$ cat config.mk
export PLATFORM = sky130hd
export DESIGN_NAME = shifter_pipe
export DESIGN_NICKNAME = d
export VERILOG_FILES = /design/src/rtl/shifter_pipe.sv
export SDC_FILE = /design/constraint.sdc
export NUM_CORES = 1
export LEC_CHECK = 0
export BUFFER_PORTS_ARGS = -buffer_cell sky130_fd_sc_hd__buf_2
export CAP_MARGIN = 10
export CORE_MARGIN = 4
export CORE_UTILIZATION = 55
export DETAILED_ROUTE_END_ITERATION = 10
export PLACE_DENSITY = 0.73
export SYNTH_ARGS = -nofsm -noshare
export SYNTH_HDL_FRONTEND = slang
export SYNTH_SLANG_ARGS = --single-unit
export TNS_END_PERCENT = 10
$ cat constraint.sdc
create_clock -name clk -period 1.55 [get_ports clk]
set_clock_uncertainty 0.15 [all_clocks]
set_input_delay 0.31 -clock clk [delete_from_list [all_inputs] [get_ports clk]]
set_output_delay 0.31 -clock clk [all_outputs]
set_load 0.02 [all_outputs]
$ cat src/rtl/shifter_pipe.sv
// rtl/shifter_pipe.sv - log2(WIDTH)-stage barrel shifter pipeline (SLL/SRL/SRA, ROR when SHIFTER_ROTATE_EN)
// Stage k applies a 2^(SHW-1-k) bit shift; elastic valid/ready handshake with flush.
module shifter_pipe #(
    parameter int WIDTH = 32,
    parameter int TAG_W = 4,
    localparam int SHW  = $clog2(WIDTH)
) (
    input  logic             clk,
    input  logic             rst_n,
    input  logic             i_flush,
    input  logic             i_in_valid,
    output logic             o_in_ready,
    input  logic [WIDTH-1:0] i_in_data,
    input  logic [SHW-1:0]   i_in_amt,
    input  logic [1:0]       i_in_op,
    input  logic [TAG_W-1:0] i_in_tag,
    output logic             o_out_valid,
    input  logic             i_out_ready,
    output logic [WIDTH-1:0] o_out_data,
    output logic [TAG_W-1:0] o_out_tag
);

    localparam logic [1:0] OP_SLL = 2'b00;
    localparam logic [1:0] OP_SRA = 2'b10;
`ifdef SHIFTER_ROTATE_EN
    localparam logic [1:0] OP_ROR = 2'b11;
`endif

    logic [SHW-1:0]   r_v;
    logic [WIDTH-1:0] r_d   [SHW];
    logic [TAG_W-1:0] r_tag [SHW];
    // Amount and op are only consumed by later stages, so the last stage does not keep them.
    logic [SHW-1:0]   r_amt [SHW-1];
    logic [1:0]       r_op  [SHW-1];

    logic [SHW:0]     w_ld;
    logic [SHW-1:0]   w_v_in;
    logic [WIDTH-1:0] w_d_in   [SHW];
    logic [WIDTH-1:0] w_sh     [SHW];
    logic [SHW-1:0]   w_amt_in [SHW];
    logic [1:0]       w_op_in  [SHW];
    logic [TAG_W-1:0] w_tag_in [SHW];

    assign w_ld[SHW] = i_out_ready;

    for (genvar k = 0; k < SHW; k++) begin : g_stage
        localparam int S = 1 << (SHW - 1 - k);

        logic [WIDTH-1:0] w_sll;
        logic [WIDTH-1:0] w_srl;
        logic [WIDTH-1:0] w_sra;
        logic             w_en;

        if (k == 0) begin : g_first
            assign w_v_in[k]   = i_in_valid;
            assign w_d_in[k]   = i_in_data;
            assign w_amt_in[k] = i_in_amt;
            assign w_op_in[k]  = i_in_op;
            assign w_tag_in[k] = i_in_tag;
        end else begin : g_next
            assign w_v_in[k]   = r_v[k-1];
            assign w_d_in[k]   = r_d[k-1];
            assign w_amt_in[k] = r_amt[k-1];
            assign w_op_in[k]  = r_op[k-1];
            assign w_tag_in[k] = r_tag[k-1];
        end

        assign w_ld[k] = !r_v[k] || w_ld[k+1];
        assign w_en    = w_amt_in[k][SHW-1-k];

        assign w_sll = {w_d_in[k][WIDTH-1-S:0], {S{1'b0}}};
        assign w_srl = {{S{1'b0}}, w_d_in[k][WIDTH-1:S]};
        // Every earlier SRA stage replicated the sign, so the current MSB is the operand's sign.
        assign w_sra = {{S{w_d_in[k][WIDTH-1]}}, w_d_in[k][WIDTH-1:S]};

`ifdef SHIFTER_ROTATE_EN
        logic [WIDTH-1:0] w_ror;
        assign w_ror   = {w_d_in[k][S-1:0], w_d_in[k][WIDTH-1:S]};
        assign w_sh[k] = !w_en                  ? w_d_in[k] :
                         (w_op_in[k] == OP_SLL) ? w_sll :
                         (w_op_in[k] == OP_SRA) ? w_sra :
                         (w_op_in[k] == OP_ROR) ? w_ror : w_srl;
`else
        assign w_sh[k] = !w_en                  ? w_d_in[k] :
                         (w_op_in[k] == OP_SLL) ? w_sll :
                         (w_op_in[k] == OP_SRA) ? w_sra : w_srl;
`endif
    end

    always_ff @(posedge clk or negedge rst_n) begin
        if (!rst_n) begin
            r_v <= '0;
            for (int k = 0; k < SHW; k++) begin
                r_d[k]   <= '0;
                r_tag[k] <= '0;
            end
            for (int k = 0; k < SHW - 1; k++) begin
                r_amt[k] <= '0;
                r_op[k]  <= '0;
            end
        end else begin
            for (int k = 0; k < SHW; k++) begin
                if (i_flush) begin
                    r_v[k] <= 1'b0;
                end else if (w_ld[k]) begin
                    r_v[k] <= w_v_in[k];
                end
                if (w_ld[k]) begin
                    r_d[k]   <= w_sh[k];
                    r_tag[k] <= w_tag_in[k];
                end
            end
            for (int k = 0; k < SHW - 1; k++) begin
                if (w_ld[k]) begin
                    r_amt[k] <= w_amt_in[k];
                    r_op[k]  <= w_op_in[k];
                end
            end
        end
    end

    assign o_in_ready  = w_ld[0] || i_flush;
    assign o_out_valid = r_v[SHW-1];
    assign o_out_data  = r_d[SHW-1];
    assign o_out_tag   = r_tag[SHW-1];

endmodule

Yosys cells after proc, flatten, opt, wreduce, memory -nomap -nowiden
Index checks and enable logic that the tools add are counted.
{ "totals": {"reg_bits": 203, "elab_cells": 74, "input_bits": 48, "ram_bits": 0, "output_inout_bits": 38, "latch_bits": 0, "rom_bits": 0, "mem_count": 0} }
{ "classes": {"shift": 0, "n_reduce_logical": 21, "multipliers": 0, "magnitude_cmp": 0, "n_addsub": 0, "n_eq_ne": 5, "n_div": 0, "muxes": 25, "n_bitwise": 0} }
{ "ops": {"columns": ["cell", "n"], "rows": [
  ["$mux W32", 15],
  ["$eq A2 B2 Y1 const B", 5],
  ["$logic_not A2 Y1", 5],
  ["$mux W1", 10],
  ["$reduce_bool A2 Y1", 5],
  ["$logic_or A1 B1 Y1", 6],
  ["$logic_not A1 Y1", 5]
]} }

Longest topological paths before layout
Gate-level depths: netlist of run 1.
{ "logic_depth": {"word_depth": 8, "depth_mapped": 6, "depth_no_buf": 3} }

Worst setup path before layout of run 1
Ideal clock, no wire load.
{ "synth_timing": {"kind": "reg-to-reg", "from": "register r_v[4]", "to": "register r_amt (netlist bit g_stage[2].w_en)", "setup_ps": 125, "n_path_buf": 2, "path_stages_with_launch": 6, "required_ps": 1275, "path_slack_ps": -199, "arrival_time_ps": 1474, "cell_sequence": "dfrtp_1 -> and4b_1 -> and2_1 -> buf_2 -> buf_6 -> mux2_4"} }
{ "synth_via": {"elab_chain_cells": 5} }
{ "synth_lines": {"columns": ["item", "line", "source"], "rows": [
  ["start: declaration", "29", "logic [SHW-1:0] r_v;"],
  ["start signal: indexed assignment", "106", "r_v[k] <= w_v_in[k];"],
  ["$logic_not A1 Y1", "68", "assign w_ld[k] = !r_v[k] || w_ld[k+1];"],
  ["$logic_or A1 B1 Y1 (4 in series)", "68", null],
  ["end signal: indexed assignment", "115", "r_amt[k] <= w_amt_in[k];"],
  ["end: declaration", "33", "logic [SHW-1:0] r_amt [SHW-1];"]
]} }
No other way between the ends.
A chain may end at the register's enable or synchronous reset.

Worst setup path in the final report of run 1
{ "layout_timing": {"from": "register r_v[3]", "to": "output o_in_ready"} }
{ "layout_via": {"elab_chain_cells": 6} }
{ "layout_lines": {"columns": ["item", "line", "source"], "rows": [
  ["$logic_not A1 Y1", "68", null],
  ["$logic_or A1 B1 Y1 (4 in series)", "68", null],
  ["$logic_or A1 B1 Y1", "122", "assign o_in_ready = w_ld[0] || i_flush;"],
  ["end: declaration", "12", "output logic o_in_ready,"]
]} }
No other way between the ends.

==> flow_summary_export.csv, run 1 <==
group,metric,value,unit
cts,root_buffer,"clkbuf_16",
sta,hold_viol_final,0,
place,place_hpwl,18070,um
pwr,power_density,1021,nW/um2
cts,clock_path_buffers,3,
cts,clk_latency,0.50,ns
drt,vias,8983,
global_route,grt_max_degree,52,
cts,cts-htree-levels,1,
global_route,busiest_layer,"met2",
drt,wire_per_inst,17.72,um
worst_setup_path,start_kind,"flop",
pwr,cellLeakagePower,6.045,nW
global_route,grt_use_met3,2.917,%
synth,ys_ff_latch,203,
sta,clock.fmax,473.0,MHz
worst_hold_path,min_path_type,"in2reg",
drt,ant_nets,0,
global_route,track_usage,24.04,%
sta,slew_headroom,64.58,%
cts,clock_sinks,203,
drt,wirelength,27070,um
synth,synth_edf_count,0,
sta,finalSetupTns,-32.40,ns
floorplanning,core_area,19530,um2
drt,dr.pass1.iters,5,
status,violations,"setup timing",
place,gp_congestion,0.8441,
synth,yosysWarnings,0,
layout,fin_cells,1528,
sta,setup_ws,-0.5642,ns
floorplanning,rows,51,
worst_setup_path,critical_path.slowest_cell,"or3_4",
sta,rsz0062_at_grt,"true",
cts,numCtsBuffers,22,
sta,post-route-min-period,2.114,ns
synth,synthArstFlopShare,100.0,%
place,dp_cells,1451,
sta,hold_slack,0.01506,ns
floorplanning,die_x,148.9,um
worst_setup_path,end_kind,"primary output",
synth,syn_area,10920,um2
floorplanning,io_pins,86,
cts,clkTransAtPathRegs,0.07,ns
worst_setup_path,crit_top_cell,"buf_6",
job,drv_cap,0,
layout,layout-drive-gt1-share,23.83,%
drt,dr.first_iter.drc_count,566,
worst_setup_path,required,1.09,ns
layout,final_util,69.38,%
synth,synth_flop_cell,"dfrtp_1",
cts,cts_tree,"yes",
synth,netlist.area_leader.share,46.51,%
drt,drc,0,
synth,syn_area_per_cell,9.514,um2
floorplanning,die_area,22180,um2
worst_setup_path,critPathMaxFanout,2,
global_route,use_met2,40.03,%
sta,finalCritPeriodShare,136.4,%
layout,fin_nets,1297,
worst_setup_path,path_cells,"buf_6 > nand4b_4 > or3_4 > buf_6",
layout,area_growth,24.05,%
pwr,ir_worst_vdd,0.6644,mV
worst_setup_path,crit_type,"reg2out",
worst_setup_path,critPathMaxStageDelay,0.40,ns
sta,slew_viol_final,0,
synth,yosysTopAreaCell,"dfrtp_1",
floorplanning,die_h,148.9,um
layout,antennaDiodeCount,0,
global_route,overflow,0,
drt,viasPerCell,5.879,
global_route,grt_pass1_wl,44590,um
place,place_worst_setup_slack,-0.1594,ns
synth,ys_types,46,
global_route,grt_pass1_vias,8520,
status,status,"complete, but fails checks",
global_route,antenna_found_initial,0,
sta,tightest_slew,0.5313,ns
place,port_buffers,85,
synth,netlist_instances,1148,
synth,synth_area_leaders,"dfrtp_1, o21ai_0, nand2_1",
global_route,use_met1,33.71,%
floorplanning,start_util,55.93,%
worst_setup_path,critPathArrivalTime,1.65,ns
synth,synth.net_count,1196,
sta,setup_viol,129,
synth,synth-seq-area-share,46.51,%
[cell usage in the layout (no fill, tap or decap), types with 14 or more instances in the layout]
| cell type | count |
|---|---|
| nand3_1 | 30 |
| o21ai_2 | 21 |
| mux2i_1 | 16 |
| buf_4 | 44 |
| inv_1 | 51 |
| o21ai_1 | 70 |
| o211a_1 | 44 |
| nor3b_1 | 24 |
| mux2_2 | 14 |
| o2bb2ai_1 | 16 |
| nand2_1 | 119 |
| a22o_1 | 16 |
| dlygate4sd3_1 | 20 |
| clkbuf_16 | 25 |
| o21a_1 | 31 |
| a21oi_1 | 18 |
| buf_12 | 24 |
| o21ai_0 | 114 |
| buf_6 | 17 |
| mux2_4 | 20 |
| nor2_1 | 29 |
| a211oi_1 | 53 |
| buf_2 | 82 |
| o22ai_1 | 24 |
| mux2_1 | 26 |
| dfrtp_1 | 202 |
| nor2b_1 | 21 |
[worst max-delay path, delay by kind of cell (launching register included)]
kind	cells	cell delay, ns
buffers and inverters	2	0.26
DFF	1	0.38
and+or+nand+nor	2	0.52
[per-layer routing]
layer,wire [um],vias to the layer above
li1,-,4358
met1,12260,4351
met2,12980,222
met3,1086,52
met4,747,0
met5,0,-
[sequential cells by signal, summed over array words and instances (netlist names)]
name and count:
g_stage.w_sll 113, o_out_data 32, r_tag 16, g_stage.w_sra 15, r_op 8, r_amt 6, r_v 5, g_stage.w_en 4
o_out_tag 4
[worst paths after layout]
check                                         startpoint  slack [ns]  cells past startpoint                                to
worst max-delay path                  r_v[3]$_DFFE_PN0P_       -0.56                      4                        o_in_ready
worst min-delay path                        i_in_data[8]        0.02                      3  g_stage[1].w_sll[16]$_DFFE_PN0P_
worst max register to register        r_v[3]$_DFFE_PN0P_       -0.46                      7  g_stage[1].w_sll[14]$_DFFE_PN0P_
worst min register to register  o_out_tag[2]$_DFFE_PN0P_        0.32                      2          o_out_tag[2]$_DFFE_PN0P_
max in group asynchronous                          rst_n        0.54                      3  g_stage[1].w_sra[23]$_DFFE_PN0P_
min in group asynchronous                          rst_n        0.14                      2         o_out_data[5]$_DFFE_PN0P_
[layout make-up]
cell class              count  area (um2)
inverters                  51       191.4
fillers                  1469        5978
multi-input cells         776        5384
flip-flops and latches    203        5081
clock buffers              30       651.9
repair buffers            195        1812
clock inverters             8       96.34
well taps                 265       331.6
[metrics by stage]
stage               power [mW]  area [um2]
CTS                      13.83       13270
global placement         8.330       11950
floorplan                7.598       10930
detailed placement       8.402       11950
finish                   13.83       13550
global route             14.46       13550
[report_power, final]
group          internal [mW]  switching [mW]
sequential              5.82           0.488
combinational           1.02            1.18
clock                   3.27            2.05
[cells by family (layout without fill, tap and decap cells)]
kind of cell | Yosys count | count (layout) | synth area share, %
and+or+nand+nor | 251 | 251 | 11.16
muxes | 76 | 76 | 7.928
buffers and inverters | 169 | 284 | 6.919
AOI/OAI and AO/OA | 449 | 449 | 27.48
DFF | 203 | 203 | 46.51
[Yosys cell counts (2+ instances only)]
cell type,number
o211a_1,44
mux2i_1,16
mux2_1,38
mux2_4,8
o22ai_1,24
buf_2,25
inv_1,51
nand3_1,33
mux2_2,14
a21oi_1,18
or3_1,2
o21a_1,31
buf_4,8
nand3b_1,5
o2bb2ai_1,16
o31ai_2,12
a31oi_1,11
o21ai_0,145
buf_6,8
clkbuf_1,73
buf_1,4
a211oi_1,53
a221oi_1,7
nor3b_1,24
nor2b_1,22
o21ai_1,60
and2_1,5
nand2_1,120
nand2b_1,3
a22o_1,16
nor2_1,30
or2_1,3
o31ai_1,4
dfrtp_1,203
[timing repair]
item,in CTS,in global routing
setup buffers,9,5
hold buffers,20,0
gates cloned,4,2
endpoints found under the hold margin,225,0
gates resized for setup,63,52
pin swaps,27,10
endpoints found under the setup margin,77,168
(Power assumes the default switching activity.)
==> inputs of run 2 (changes only) <==
Settings changed: ABC_AREA from default to 1.
==> flow_summary_export.csv, run 2 <==
group,metric,value,unit
worst_setup_path,critPathMaxStageDelay,0.38,ns
place,post_dp_cell_area,12270,um2
layout,fin_nets,1835,
worst_setup_path,crit_type,"reg2out",
cts,cts_tree,"yes",
global_route,grt_max_degree,65,
status,violations,"setup timing",
drt,vias,10660,
drt,ant_nets,0,
global_route,grt_pass1_wl,46120,um
cts,clk_latency,0.51,ns
sta,rsz0062_at_grt,"true",
layout,final_util,67.00,%
sta,slew_viol_final,0,
layout,nFillCells,1713,
worst_setup_path,critical_path.slowest_cell,"dfrtp_1",
floorplanning,rows,52,
synth,synth_common_cells,"nand2_1, inv_1, dfrtp_1",
sta,hold_viol_final,0,
drt,route.met3.wl,1151,um
worst_setup_path,worstReg2RegStart,"r_v[3]$_DFFE_PN0P_",
worst_setup_path,cp-startpoint,"r_v[3]$_DFFE_PN0P_",
floorplanning,core_area,20170,um2
place,place_hpwl,18670,um
synth,ys_ff_latch,203,
pwr,power_density,988.0,nW/um2
worst_setup_path,start_kind,"flop",
global_route,overflow,0,
drt,m1WireLength,11960,um
synth,synth_adder_area_share,0,%
worst_setup_path,critPathArrivalTime,1.46,ns
worst_hold_path,min_path_type,"in2reg",
worst_setup_path,critPathMaxFanout,2,
sta,finalCritPeriodShare,123.6,%
synth,synth-seq-area-share,45.14,%
job,drv_cap,0,
layout,largest_reg_flops,113,
place,port_buffers,85,
worst_setup_path,path_cells,"nand4_1 > nor2_4 > nand3_2 > buf_6",
global_route,antenna_found_initial,0,
synth,synth_top_family_by_area,"simple AND/OR/NAND/NOR gates",
synth,synthArstFlopShare,100.0,%
synth,yosysWarnings,0,
synth,synth_xor_area_share,0,%
drt,wire_per_inst,13.50,um
drt,top_layer,"met4",
sta,clock.fmax,521.8,MHz
layout,final_common_cell,"nand2_1",
global_route,track_usage,24.02,%
layout,antennaDiodeCount,0,
place,gp_congestion,0.8201,
synth,yosysTopAreaCell,"dfrtp_1",
worst_hold_path,worstHoldStart,"i_in_data[15]",
floorplanning,start_util,55.79,%
worst_setup_path,required,1.09,ns
synth,ys_types,21,
sta,setup_ws,-0.3663,ns
pwr,cellLeakagePower,7.479,nW
synth,synth_mux_area_share,0,%
floorplanning,die_h,151.0,um
status,status,"complete, but fails checks",
sta,slew_headroom,69.44,%
sta,post-route-min-period,1.916,ns
drt,dr.pass1.iters,6,
cts,cts-htree-levels,1,
sta,setup_viol,35,
synth,syn_area,11250,um2
layout,final_area,13510,um2
worst_setup_path,cp_top_family,"simple AND/OR/NAND/NOR gates",
synth,synth.net_count,1744,
drt,wirelength,27930,um
global_route,grt_pass1_vias,9818,
sta,tightest_slew,0.4536,ns
cts,clkTransAtPathRegs,0.06,ns
synth,yosys.area_share.simple,35.58,%
synth,netlist.area_leader.share,45.14,%
floorplanning,die_x,151.0,um
layout,layout-drive-gt1-share,10.78,%
drt,met2WireLength,14000,um
layout,final_cell_mix,"nand2_1, inv_1, dfrtp_1, nand3_1, o21ai_0",
cts,clock_sinks,203,
cts,numCtsBuffers,22,
cts,root_buffer,"clkbuf_16",
synth,synth_area_leaders,"dfrtp_1, nand2_1, nand3_1",
sta,hold_slack,0.006387,ns
floorplanning,io_pins,86,
floorplanning,die_area,22810,um2
synth,synth-compound-area-share,7.905,%
synth,synth_flop_cell,"dfrtp_1",
synth,yosysMostFrequentCell,"nand2_1",
worst_setup_path,worst-path-buf-inv,1,
drt,drc,0,
pwr,ir_worst_vdd,0.8075,mV
layout,area_growth,20.09,%
synth,syn_area_per_cell,6.635,um2
drt,viasPerCell,5.151,
synth,netlist_instances,1696,
cts,clock_path_buffers,3,
drt,dr.first_iter.drc_count,557,
worst_setup_path,end_kind,"primary output",
synth,synth_edf_count,0,
## run 2: what timing repair did
action	in CTS	in global routing
buffers inserted	3	6
pin swaps	2	4
resized for setup	3	30
setup endpoints to repair	3	138
cloned	0	7
hold endpoints to repair	230	0
hold buffers	26	0
## run 2: logic make-up after synthesis
kind of cell / Yosys count
compound gates: 175
buf+inv: 319
flops: 203
simple gates: 999
## run 2: power by group
part	switching, mW	leakage (nW)	total [mW]	internal [mW]
Combinational	1.46	4.68	2.31	0.850
Sequential	0.378	2.48	6.22	5.84
Clock	2.06	0.314	4.82	2.76
Total	3.90	7.48	13.4	9.46
## run 2: path summary, 6_finish.rpt
path / endpoint / slack, ns / depth (start not counted)
max in group asynchronous: g_stage[1].w_sll[11]$_DFFE_PN0P_ / 0.59 / 3
worst min register to register: r_amt[11]$_DFFE_PN0P_ / 0.31 / 2
worst min-delay path: g_stage[1].w_sll[23]$_DFFE_PN0P_ / 0.006 / 5
min in group asynchronous: o_out_data[31]$_DFFE_PN0P_ / 0.11 / 2
worst max register to register: g_stage[2].w_sll[19]$_DFFE_PN0P_ / -0.04 / 7
worst max-delay path: o_in_ready / -0.37 / 4
## run 2: final cells by class
cell class / instances / area (um2) / share of cell area [%]
inverters: 210 / 788.3 / 5.833
well taps: 270 / 337.8 / 2.500
multi-input cells: 1174 / 4961 / 36.71
repair buffers: 176 / 1699 / 12.57
clock buffers: 34 / 625.6 / 4.629
clock inverters: 2 / 21.27 / 0.1574
flip-flops and latches: 203 / 5081 / 37.60
## run 2: worst register-to-register path: cells and delay by family (launching register included)
| kind | cells | cell delay [ns] |
|---|---|---|
| simple gates | 5 | 0.56 |
| flops | 1 | 0.38 |
| buf+inv | 2 | 0.36 |
## run 2: per-stage QoR
stage,setup WS [ns],power (mW),TNS [ns],instances
after detailed placement,-0.01169,8.547,-0.03953,1993
final,-0.3663,13.35,-0.8963,2069
after CTS,-0.3609,13.41,-0.5027,2058
after global routing,-0.4281,14.09,-6.112,2069
after floorplan,0.02375,7.710,0,1696
after global placement,-0.007010,8.485,-0.007010,1993
## run 2: routing by layer
layer / up-vias / GRT usage [%]
met2: 271 / 41.37
met3: 63 / 2.932
li1: 5384 / -
met5: - / 0
met1: 4940 / 31.87
met4: 0 / 7.298
==> inputs of run 3 (changes only) <==
Settings changed: CORE_UTILIZATION 55 to 53, PLACE_DENSITY 0.73 to 0.7.
==> flow_summary_export.csv, run 3 (synthesis gave the netlist of run 2 again) <==
group,metric,value,unit
worst_setup_path,critPathArrivalTime,1.42,ns
layout,largest_reg_flops,113,
sta,post-route-min-period,1.884,ns
layout,nFillCells,1922,
cts,root_buffer,"clkbuf_16",
sta,hold_viol_final,0,
worst_setup_path,critical_path.slowest_cell,"dfrtp_2",
sta,rsz0062_at_grt,"true",
global_route,grt_pass1_vias,9966,
floorplanning,io_pins,86,
drt,viasPerCell,5.048,
cts,clkTransAtPathRegs,0.06,ns
layout,final_cell_mix,"nand2_1, inv_1, dfrtp_1, nand3_1, o21ai_0",
cts,clk_latency,0.51,ns
sta,clock.fmax,530.9,MHz
drt,dr.first_iter.drc_count,613,
worst_setup_path,path_cells,"nand4_1 > nor2_4 > nand3_2 > buf_6",
place,post_dp_cell_area,12220,um2
job,drv_cap,0,
layout,seq_area,5081,um2
drt,dr.pass1.iters,5,
layout,fin_nets,1829,
layout,multi_input_area,4913,um2
global_route,grt_pass1_wl,46720,um
global_route,antenna_found_initial,0,
drt,drc,0,
global_route,overflow,0,
layout,final_common_cell,"nand2_1",
drt,ant_nets,0,
sta,slew_headroom,74.15,%
worst_setup_path,crit_type,"reg2out",
cts,cts_tree,"yes",
sta,finalCritPeriodShare,121.5,%
place,port_buffers,85,
global_route,track_usage,22.81,%
sta,setup_ws,-0.3337,ns
sta,tightest_slew,0.3837,ns
worst_setup_path,critPathMaxStageDelay,0.36,ns
drt,wirelength,27020,um
floorplanning,die_h,153.7,um
floorplanning,core_area,20960,um2
layout,fin_cells,2073,
worst_setup_path,end_kind,"primary output",
cts,clock_path_buffers,3,
floorplanning,die_x,153.7,um
layout,final_util,64.36,%
pwr,cellLeakagePower,7.437,nW
layout,antennaDiodeCount,0,
global_route,grt_use_met3,2.955,%
global_route,busiest_layer,"met2",
sta,slew_viol_final,0,
worst_hold_path,min_path_type,"in2reg",
worst_setup_path,worst-path-buf-inv,1,
drt,wire_per_inst,13.03,um
layout,area_growth,19.85,%
layout,final_area,13490,um2
layout,layout-drive-gt1-share,10.23,%
pwr,ir_worst_vdd,0.8867,mV
pwr,power_density,1049,nW/um2
floorplanning,start_util,53.70,%
place,place_hpwl,18510,um
cts,clock_sinks,203,
global_route,use_met1,30.64,%
drt,vias,10470,
sta,setup_viol,2,
status,status,"complete, but fails checks",
floorplanning,rows,53,
cts,cts-htree-levels,1,
global_route,use_met2,38.94,%
status,violations,"setup timing",
floorplanning,die_area,23630,um2
worst_setup_path,start_kind,"flop",
worst_setup_path,cp_top_family,"simple AND/OR/NAND/NOR gates",
place,dp_cells,1991,
worst_setup_path,critPathMaxFanout,2,
worst_setup_path,required,1.09,ns
place,gp_congestion,0.8391,
global_route,grt_max_degree,65,
cts,numCtsBuffers,23,
==> run 3: timing repair <==
item                                   CTS  global route
gates resized for setup                  5            11
endpoints found under the hold margin  239             0
gates cloned                             0             1
setup buffers                            3             1
hold buffers                            35             0
pin swaps                                2             2
setup endpoints to repair                4            79
==> run 3: layout make-up <==
class,instances,share of cell area (%)
flip-flops and latches,203,37.68
multi-input cells,1174,36.43
repair buffers,169,11.52
inverters,210,5.845
clock buffers,34,5.167
well taps,275,2.551
clock inverters,8,0.8071
==> run 3: path summary, 6_finish.rpt <==
| path | start | to | slack, ns | cells past startpoint |
|---|---|---|---|---|
| worst max-delay path | r_v[4]$_DFFE_PN0P_ | o_in_ready | -0.33 | 4 |
| min in group asynchronous | rst_n | o_out_data[29]$_DFFE_PN0P_ | 0.11 | 2 |
| worst min register to register | o_out_tag[1]$_DFFE_PN0P_ | o_out_tag[1]$_DFFE_PN0P_ | 0.32 | 2 |
| worst max register to register | r_v[4]$_DFFE_PN0P_ | g_stage[4].w_sll[12]$_DFFE_PN0P_ | 0.06 | 7 |
| max in group asynchronous | rst_n | g_stage[1].w_sll[17]$_DFFE_PN0P_ | 0.63 | 3 |
| worst min-delay path | i_in_data[4] | g_stage[1].w_sll[12]$_DFFE_PN0P_ | 0.02 | 5 |
==> run 3: stage by stage <==
| step | total power [mW] | hold slack [ns] | TNS, ns | worst slack, ns |
|---|---|---|---|---|
| 3_3_place_gp | 8.492 | 0.07309 | -0.01723 | -0.01723 |
| 3_5_place_dp | 8.551 | 0.06975 | -0.03292 | -0.03292 |
| 5_1_grt | 14.89 | 0.04498 | -0.7368 | -0.4357 |
| 2_1_floorplan | 7.710 | -0.1356 | 0 | 0.02375 |
| 4_1_cts | 14.27 | -0.06161 | -0.4624 | -0.3599 |
| 6_report | 14.15 | 0.01604 | -0.4004 | -0.3337 |
==> run 3: per-layer routing <==
| layer | part of all wire, % | wire length, um |
|---|---|---|
| met1 | 45 | 12070 |
| met2 | 49 | 13150 |
| met3 | 4.1 | 1108 |
| met4 | 2.6 | 690 |
| met5 | 0 | 0 |
==> run 3: power breakdown <==
group	switching, mW	internal (mW)
clock network	2.14	3.46
logic	1.46	0.866
registers	0.376	5.85
total	3.97	10.2
==> run 3: worst min-delay path: stages <==
cell and delay (ns):
buf_2 0.09, nand2_1 0.04, o21ai_0 0.09, nand2_1 0.07, nand2_1 0.05
